$ cat src/rtl/commit_trace_sink.sv
// commit_trace_sink: difftest commit FIFO with seq tagging, overflow and PC-chain checks.
// Define COMMIT_TRACE_HALT_EN to add a halt output that freezes capture after an ebreak.
module commit_trace_sink #(
  parameter int DATA_WIDTH = 32,
  parameter int DEPTH = 8,
  parameter int SEQ_WIDTH = 32
) (
  input  logic                    clk,
  input  logic                    rst,
  input  logic                    diffen,
  input  logic [DATA_WIDTH-1:0]   diffPC,
  input  logic [DATA_WIDTH-1:0]   diffInstr,
  input  logic [DATA_WIDTH-1:0]   nextPC,
  output logic                    out_valid,
  input  logic                    out_ready,
  output logic [DATA_WIDTH-1:0]   out_pc,
  output logic [DATA_WIDTH-1:0]   out_instr,
  output logic [DATA_WIDTH-1:0]   out_npc,
  output logic [SEQ_WIDTH-1:0]    out_seq,
  output logic [$clog2(DEPTH):0]  count,
`ifdef COMMIT_TRACE_HALT_EN
  output logic                    halt,
`endif
  output logic                    overflow,
  output logic [15:0]             drop_cnt,
  output logic                    chain_err,
  output logic [DATA_WIDTH-1:0]   err_pc
);
  localparam int AW = $clog2(DEPTH);
  localparam logic [AW:0] FULL_CNT = DEPTH[AW:0];
  typedef struct packed {
    logic [DATA_WIDTH-1:0] pc;
    logic [DATA_WIDTH-1:0] instr;
    logic [DATA_WIDTH-1:0] npc;
    logic [SEQ_WIDTH-1:0]  seq;
  } rec_t;
  rec_t mem [DEPTH];
  rec_t head;
  logic [AW-1:0] wr_ptr, rd_ptr;
  logic [SEQ_WIDTH-1:0] seq;
  logic have_last;
  logic [DATA_WIDTH-1:0] last_npc;
  logic commit, full, pop, push, drop;
`ifdef COMMIT_TRACE_HALT_EN
  assign commit = diffen & ~halt;
`else
  assign commit = diffen;
`endif
  assign full = count == FULL_CNT;
  assign out_valid = count != '0;
  assign pop = out_valid & out_ready;
  // a full FIFO still accepts a commit when the head leaves in the same cycle
  assign push = commit & (~full | pop);
  assign drop = commit & full & ~pop;
  assign head = mem[rd_ptr];
  assign out_pc = out_valid ? head.pc : '0;
  assign out_instr = out_valid ? head.instr : '0;
  assign out_npc = out_valid ? head.npc : '0;
  assign out_seq = out_valid ? head.seq : '0;
  always_ff @(posedge clk)
    if (push) mem[wr_ptr] <= {diffPC, diffInstr, nextPC, seq};
  always_ff @(posedge clk or negedge rst)
    if (!rst) begin
      wr_ptr <= '0;
      rd_ptr <= '0;
      count <= '0;
      seq <= '0;
      overflow <= 1'b0;
      drop_cnt <= '0;
      chain_err <= 1'b0;
      err_pc <= '0;
      have_last <= 1'b0;
      last_npc <= '0;
    end else begin
      if (push) wr_ptr <= wr_ptr + 1'b1;
      if (pop) rd_ptr <= rd_ptr + 1'b1;
      count <= count + {{AW{1'b0}}, push} - {{AW{1'b0}}, pop};
      if (drop) overflow <= 1'b1;
      if (drop && drop_cnt != 16'hFFFF) drop_cnt <= drop_cnt + 16'd1;
      if (commit) begin
        seq <= seq + 1'b1;
        have_last <= 1'b1;
        last_npc <= nextPC;
        if (have_last && diffPC != last_npc) begin
          chain_err <= 1'b1;
          if (!chain_err) err_pc <= diffPC;
        end
      end
    end
`ifdef COMMIT_TRACE_HALT_EN
  always_ff @(posedge clk or negedge rst)
    if (!rst) halt <= 1'b0;
    else if (push && diffInstr == DATA_WIDTH'(32'h00100073)) halt <= 1'b1;
`endif
endmodule

$ cat config.mk
export PLATFORM = sky130hd
export DESIGN_NAME = commit_trace_sink
export DESIGN_NICKNAME = d
export VERILOG_FILES = /design/src/rtl/commit_trace_sink.sv
export SDC_FILE = /design/constraint.sdc
export NUM_CORES = 1
export LEC_CHECK = 0
export ABC_AREA = 1
export CORE_MARGIN = 4
export CORE_UTILIZATION = 55
export DETAILED_ROUTE_END_ITERATION = 8
export GPL_TIMING_DRIVEN = 0
export PLACE_DENSITY_LB_ADDON = 0.25
export REMOVE_ABC_BUFFERS = 1
export SYNTH_ARGS = -nofsm -noshare
export SYNTH_HDL_FRONTEND = slang
export SYNTH_SLANG_ARGS = --single-unit
$ cat constraint.sdc
create_clock -name clk -period 8.3 [get_ports clk]
set_clock_uncertainty 0.2 [all_clocks]
set_input_delay 1.66 -clock clk [delete_from_list [all_inputs] [get_ports clk]]
set_output_delay 1.66 -clock clk [all_outputs]
set_load 0.005 [all_outputs]
== Word-level counts from Yosys, hierarchy flattened ==
Memory sizes are Yosys's and may differ from the RTL's.
Index checks and enable logic that the tools add are counted.

* Add/subtract/negate cells: 6
* Equality and inequality tests: 3
* Muxes and demuxes: 6
* Bitwise logic cells: 8
* Reduce and logical (&&, ||, !) cells: 5

{| class="wikitable"
|+ Operators with widths
! kind !! count
|-
| $mux 32 || 4
|-
| $add 32x1->32 const B || 1
|-
| $ne 32x32->1 || 1
|-
| $add 16x1->16 const B || 1
|-
| $ne 16x16->1 const B || 1
|-
| $add 3x1->3 const B || 2
|-
| $add 4x1->4 || 1
|-
| $and 1x1->1 || 4
|-
| $eq 4x4->1 const B || 1
|-
| $reduce_bool 4->1 || 1
|-
| $sub 4x1->4 || 1
|-
| $not 1->1 || 3
|-
| $reduce_and 3->1 || 1
|-
| $logic_and 1x1->1 || 2
|-
| $mux 1 || 2
|-
| $reduce_and 2->1 || 1
|-
| $or 1x1->1 || 1
|}

* Register bits: 125
* RAM bits: 1024
* Bits of input ports: 100
* Memories kept: 1

{| class="wikitable"
|+ Memories
! name !! words !! width !! read ports !! clocked after memory_dff !! write ports !! RTL line !! source
|-
| mem || 8 || 128 || 1 || 0 || 1 || 37 || <nowiki>rec_t mem [DEPTH];</nowiki>
|}

== Depth between registers and ports, before layout ==
* Depth in word-level cells: 6
* Mapped depth: 12

== Least setup slack after synthesis ==
OpenSTA, ideal clock, no wires.

* Path type: input-to-reg
* From: input port out_ready
* To: memory mem[0][0] (netlist name) (enable)
* Setup time: 617 ps
* Data arrival time: 7582 ps
* Data required time: 7483 ps
* Path slack: -99 ps
* Stages: 5
* Path through: nand2_1 -> nand3_1 -> nand2_1 -> or2_2 -> nor2_1

* Cells in the longest elaborated chain, start to end: 5

{| class="wikitable"
|+ RTL lines
! element !! RTL line !! source
|-
| start, declared || 15 || <nowiki>input logic out_ready,</nowiki>
|-
| $and 1x1->1 || 51 || <nowiki>assign pop = out_valid & out_ready;</nowiki>
|-
| $or 1x1->1 || 53 || <nowiki>assign push = commit & (~full | pop);</nowiki>
|-
| $and 1x1->1 || 53 ||
|-
| $mux 1 || 61 || <nowiki>if (push) mem[wr_ptr] <= {diffPC, diffInstr, nextPC, seq};</nowiki>
|-
| $mux 1 (implied by the code) || 61 ||
|-
| end, declared || 37 ||
|}

Every way passes these cells.

== Final worst setup path ==
* From: register rd_ptr[0]
* To: output port out_seq[5]

* Cells in the longest elaborated chain, start to end: 2

{| class="wikitable"
|+ RTL lines
! element !! RTL line !! source
|-
| start, declared || 39 || <nowiki>logic [AW-1:0] wr_ptr, rd_ptr;</nowiki>
|-
| start signal, assigned || 76 || <nowiki>if (pop) rd_ptr <= rd_ptr + 1'b1;</nowiki>
|-
| $mem_v2 8x128 || - ||
|-
| $mux 32 || 59 || <nowiki>assign out_seq = out_valid ? head.seq : '0;</nowiki>
|-
| end, declared || 19 || <nowiki>output logic [SEQ_WIDTH-1:0] out_seq,</nowiki>
|}

Every way passes these cells.

==> qor.yml <==
worstPathMaxFanout: 168
clockBufferDepth: 3
hpwl_um: 63500
gp_congestion: 0.769
routed_wl_um: 110000
tightest_slew_ns: 0.996
numClockSinks: 1149
die_y_um: 296
fillCellCount: 5811
io_buffers: 282
final_antenna_net_count: 0
yosysTopAreaCell: "edfxtp_1"
relSlewSlack: 0.336
postCtsSetupBuffers: 0
critPathKind: "reg -> out"
holdWs_ns: 0.273
rsz0062_at_grt: "false"
synth.mux.area_fraction: 0
drtIter0Drc: 2659
h-tree-depth: 3
power.leakage_nw: 18.7
fin_tns_setup_ns: 0
drv_cap: 0
cpMaxStageDelayCell: "dfrtp_4"
critPathMaxStageDelay_ns: 0.97
synth_cell_types: 33
fin_crit_sh: 0.839
syn_to_final_growth_pct: 18.6
multi_input_comb_area_sq_um: 10700
dp_slack_ns: 2.03
synth_compound_area_frac: 0.0933
io_pins: 283
register_area_sq_um: 33900
syn_area_per_cell_sq_um: 12.6
hold_class: "reg -> reg"
yosys.area_share.simple: 0.123
dieWidth_um: 296
peakVddDrop_mv: 0.414
synth-async-reset-ratio: 0.109
cts_resized: 0
synth_top_family_by_area: "simple AND/OR/NAND/NOR gates"
path_clk_slew_ns: 0.06
worstPathRequired_ns: 6.44
core_area_sq_um: 82200
synthTopCellsByArea: "edfxtp_1, nor2_1, dfrtp_1"
status: "finished, final reports clean"
vias: 29358
drv_slew: 0
grt_pass1_vias: 28143
grt_start_max_net_pins: 182
synth_area_sq_um: 45700
clk_latency_ns: 0.66
cts_tree: "yes"
final_nets: 3961
fin_crit_ns: 6.96
initial_utilization: 0.556
antenna_found_initial: 3
drc: 0
hold_viol: 0
fin_ws_ns: 1.34
yosys.area_share.adder: 0.00318
yosysSeqAreaShare: 0.741
first_pass_iters: 6
avgRoutedWirePerCell_um: 22.0
synth_cells: 3616
clockRootBuffer: "clkbuf_16"
track_usage: 0.249
path_delay_family: "buffers and inverters"
post-route-util: 0.659
ys.flop_type: "edfxtp_1"
synth_xor_area_frac: 0.0125
numCtsBuffers: 112
crit_buf_inv: 6
grt_pass1_wl_um: 167000
netlist.area_leader.share: 0.673
worstPathCellList: "buf_16 > buf_16 > buf_16 > clkinv_8 > buf_16 > nor2_1 > o32ai_1 > o21ai_0 > nor2_1 > clkdlybuf4s50_1"
p_per_area_nw_per_um2: 352
via_per_inst: 5.85
setup_viol: 0
cts_hold_buf: 0
grt_remaining_overflow: 0
ys_ff_latch: 1149
std_cell_rows: 105
cp_common_cell: "buf_16"
die-area_sq_um: 87800
synth_edf_count: 1024
drive_gt1_frac: 0.0684
cp-start-kind: "flip-flop"
crit_arrival_ns: 5.10
cp-end-kind: "primary output"
timing.fmax_ghz: 0.144
ys_warn_count: 0
==> cell type report <==
type                       count  area share
antenna                        4    0.000185
clock buffer                 161      0.0577
clock inverter                50     0.00765
inverter                      61     0.00455
multi-input combinational   2173       0.197
sequential                  1149       0.626
tap                         1070      0.0247
timing repair buffer         353      0.0826
==> worst register-to-register path, delay by kind of cell (launching register included) <==
kind,cells,cell delay [ns]
buffers and inverters,5,2.14
DFF,1,0.97
xor gates and xnor gates,1,0.44
==> metal layers <==
layer  global-route usage  vias to the layer above  wire (um)
li1                     -                    13534          -
met1                0.354                    14577      46700
met2                0.405                     1058      53000
met3               0.0411                      185       8190
met4               0.0680                        4       2480
met5                    0                        -         21
==> report_power, final <==
group	internal, W	leakage (nW)	switching [W]
Combinational	0.00279	6.04	0.00389
Sequential	0.00712	10.9	0.000378
Clock	0.00278	1.75	0.00209
Total	0.0127	18.7	0.00636
==> Yosys cell counts (2+ instances only) <==
cell type  number
or2_2           4
nor3_1         11
nand3_2         2
buf_6           4
nor2_1       1073
nand3b_1        3
edfxtp_1     1024
o32ai_1       256
nand4_1        36
nand3_1        15
clkbuf_1      172
a21oi_1         3
buf_2          23
ha_1           10
buf_4          18
nor2_2          4
inv_1          60
o21ai_1        48
nand2_1       282
dfrtp_1       125
nand2_2         3
xor2_1         22
buf_1          16
xnor2_1        43
nor2_4          2
o21ai_0       350
==> sequential cells by signal, summed over array words and instances (netlist names) <==
register,count
chain_err,1
drop_cnt,16
wr_ptr,3
rd_ptr,3
have_last,1
overflow,1
count,4
seq,32
mem,1024
last_npc,32
err_pc,32
==> worst paths after layout <==
| kind | from | endpoint | slack (ns) | depth (start not counted) |
|---|---|---|---|---|
| min | err_pc[23] | err_pc[23] | 0.27 | 2 |
| min in group asynchronous | rst | drop_cnt[3] | 0.77 | 1 |
| max in group asynchronous | rst | have_last | 6.22 | 2 |
| max | rd_ptr[0] | out_seq[5] | 1.34 | 10 |
| max reg2reg | rd_ptr[0] | rd_ptr[0] | 4.40 | 6 |
| min reg2reg | err_pc[23] | err_pc[23] | 0.27 | 2 |
==> placed cells by master (no fill, tap or decap), types with 12 or more instances in the layout <==
cell type / netlist / final
nand3_1: 15 / 14
o21ai_1: 48 / 48
clkbuf_8: 0 / 12
o21ai_0: 350 / 350
inv_1: 60 / 58
buf_16: 0 / 31
nand2_1: 282 / 280
xor2_1: 22 / 22
nor2_1: 1073 / 1064
buf_12: 0 / 40
clkbuf_16: 0 / 113
clkinv_2: 1 / 23
edfxtp_1: 1024 / 1024
clkdlybuf4s50_1: 0 / 280
o32ai_1: 256 / 256
clkbuf_1: 172 / 36
xnor2_1: 43 / 43
nand4_1: 36 / 36
clkinv_1: 0 / 14
dfrtp_1: 125 / 121
==> cells by family after synthesis <==
kind of cell	after synthesis
AO/OA/AOI/OAI	659
XOR/XNOR	65
adder cells (fa/ha/maj)	11
buffers and inverters	294
flip-flops	1149
AND/OR/NAND/NOR	1438
==> stage by stage <==
stage          cell area (sq um)  total power [W]  cells
4_1_cts                    54200           0.0192   5017
3_3_place_gp               48900           0.0135   4735
2_1_floorplan              44700           0.0113   3383
3_5_place_dp               50600           0.0143   4806
6_report                   54200           0.0190   5021
5_1_grt                    54200           0.0201   5017
(Power assumes the default switching activity.)
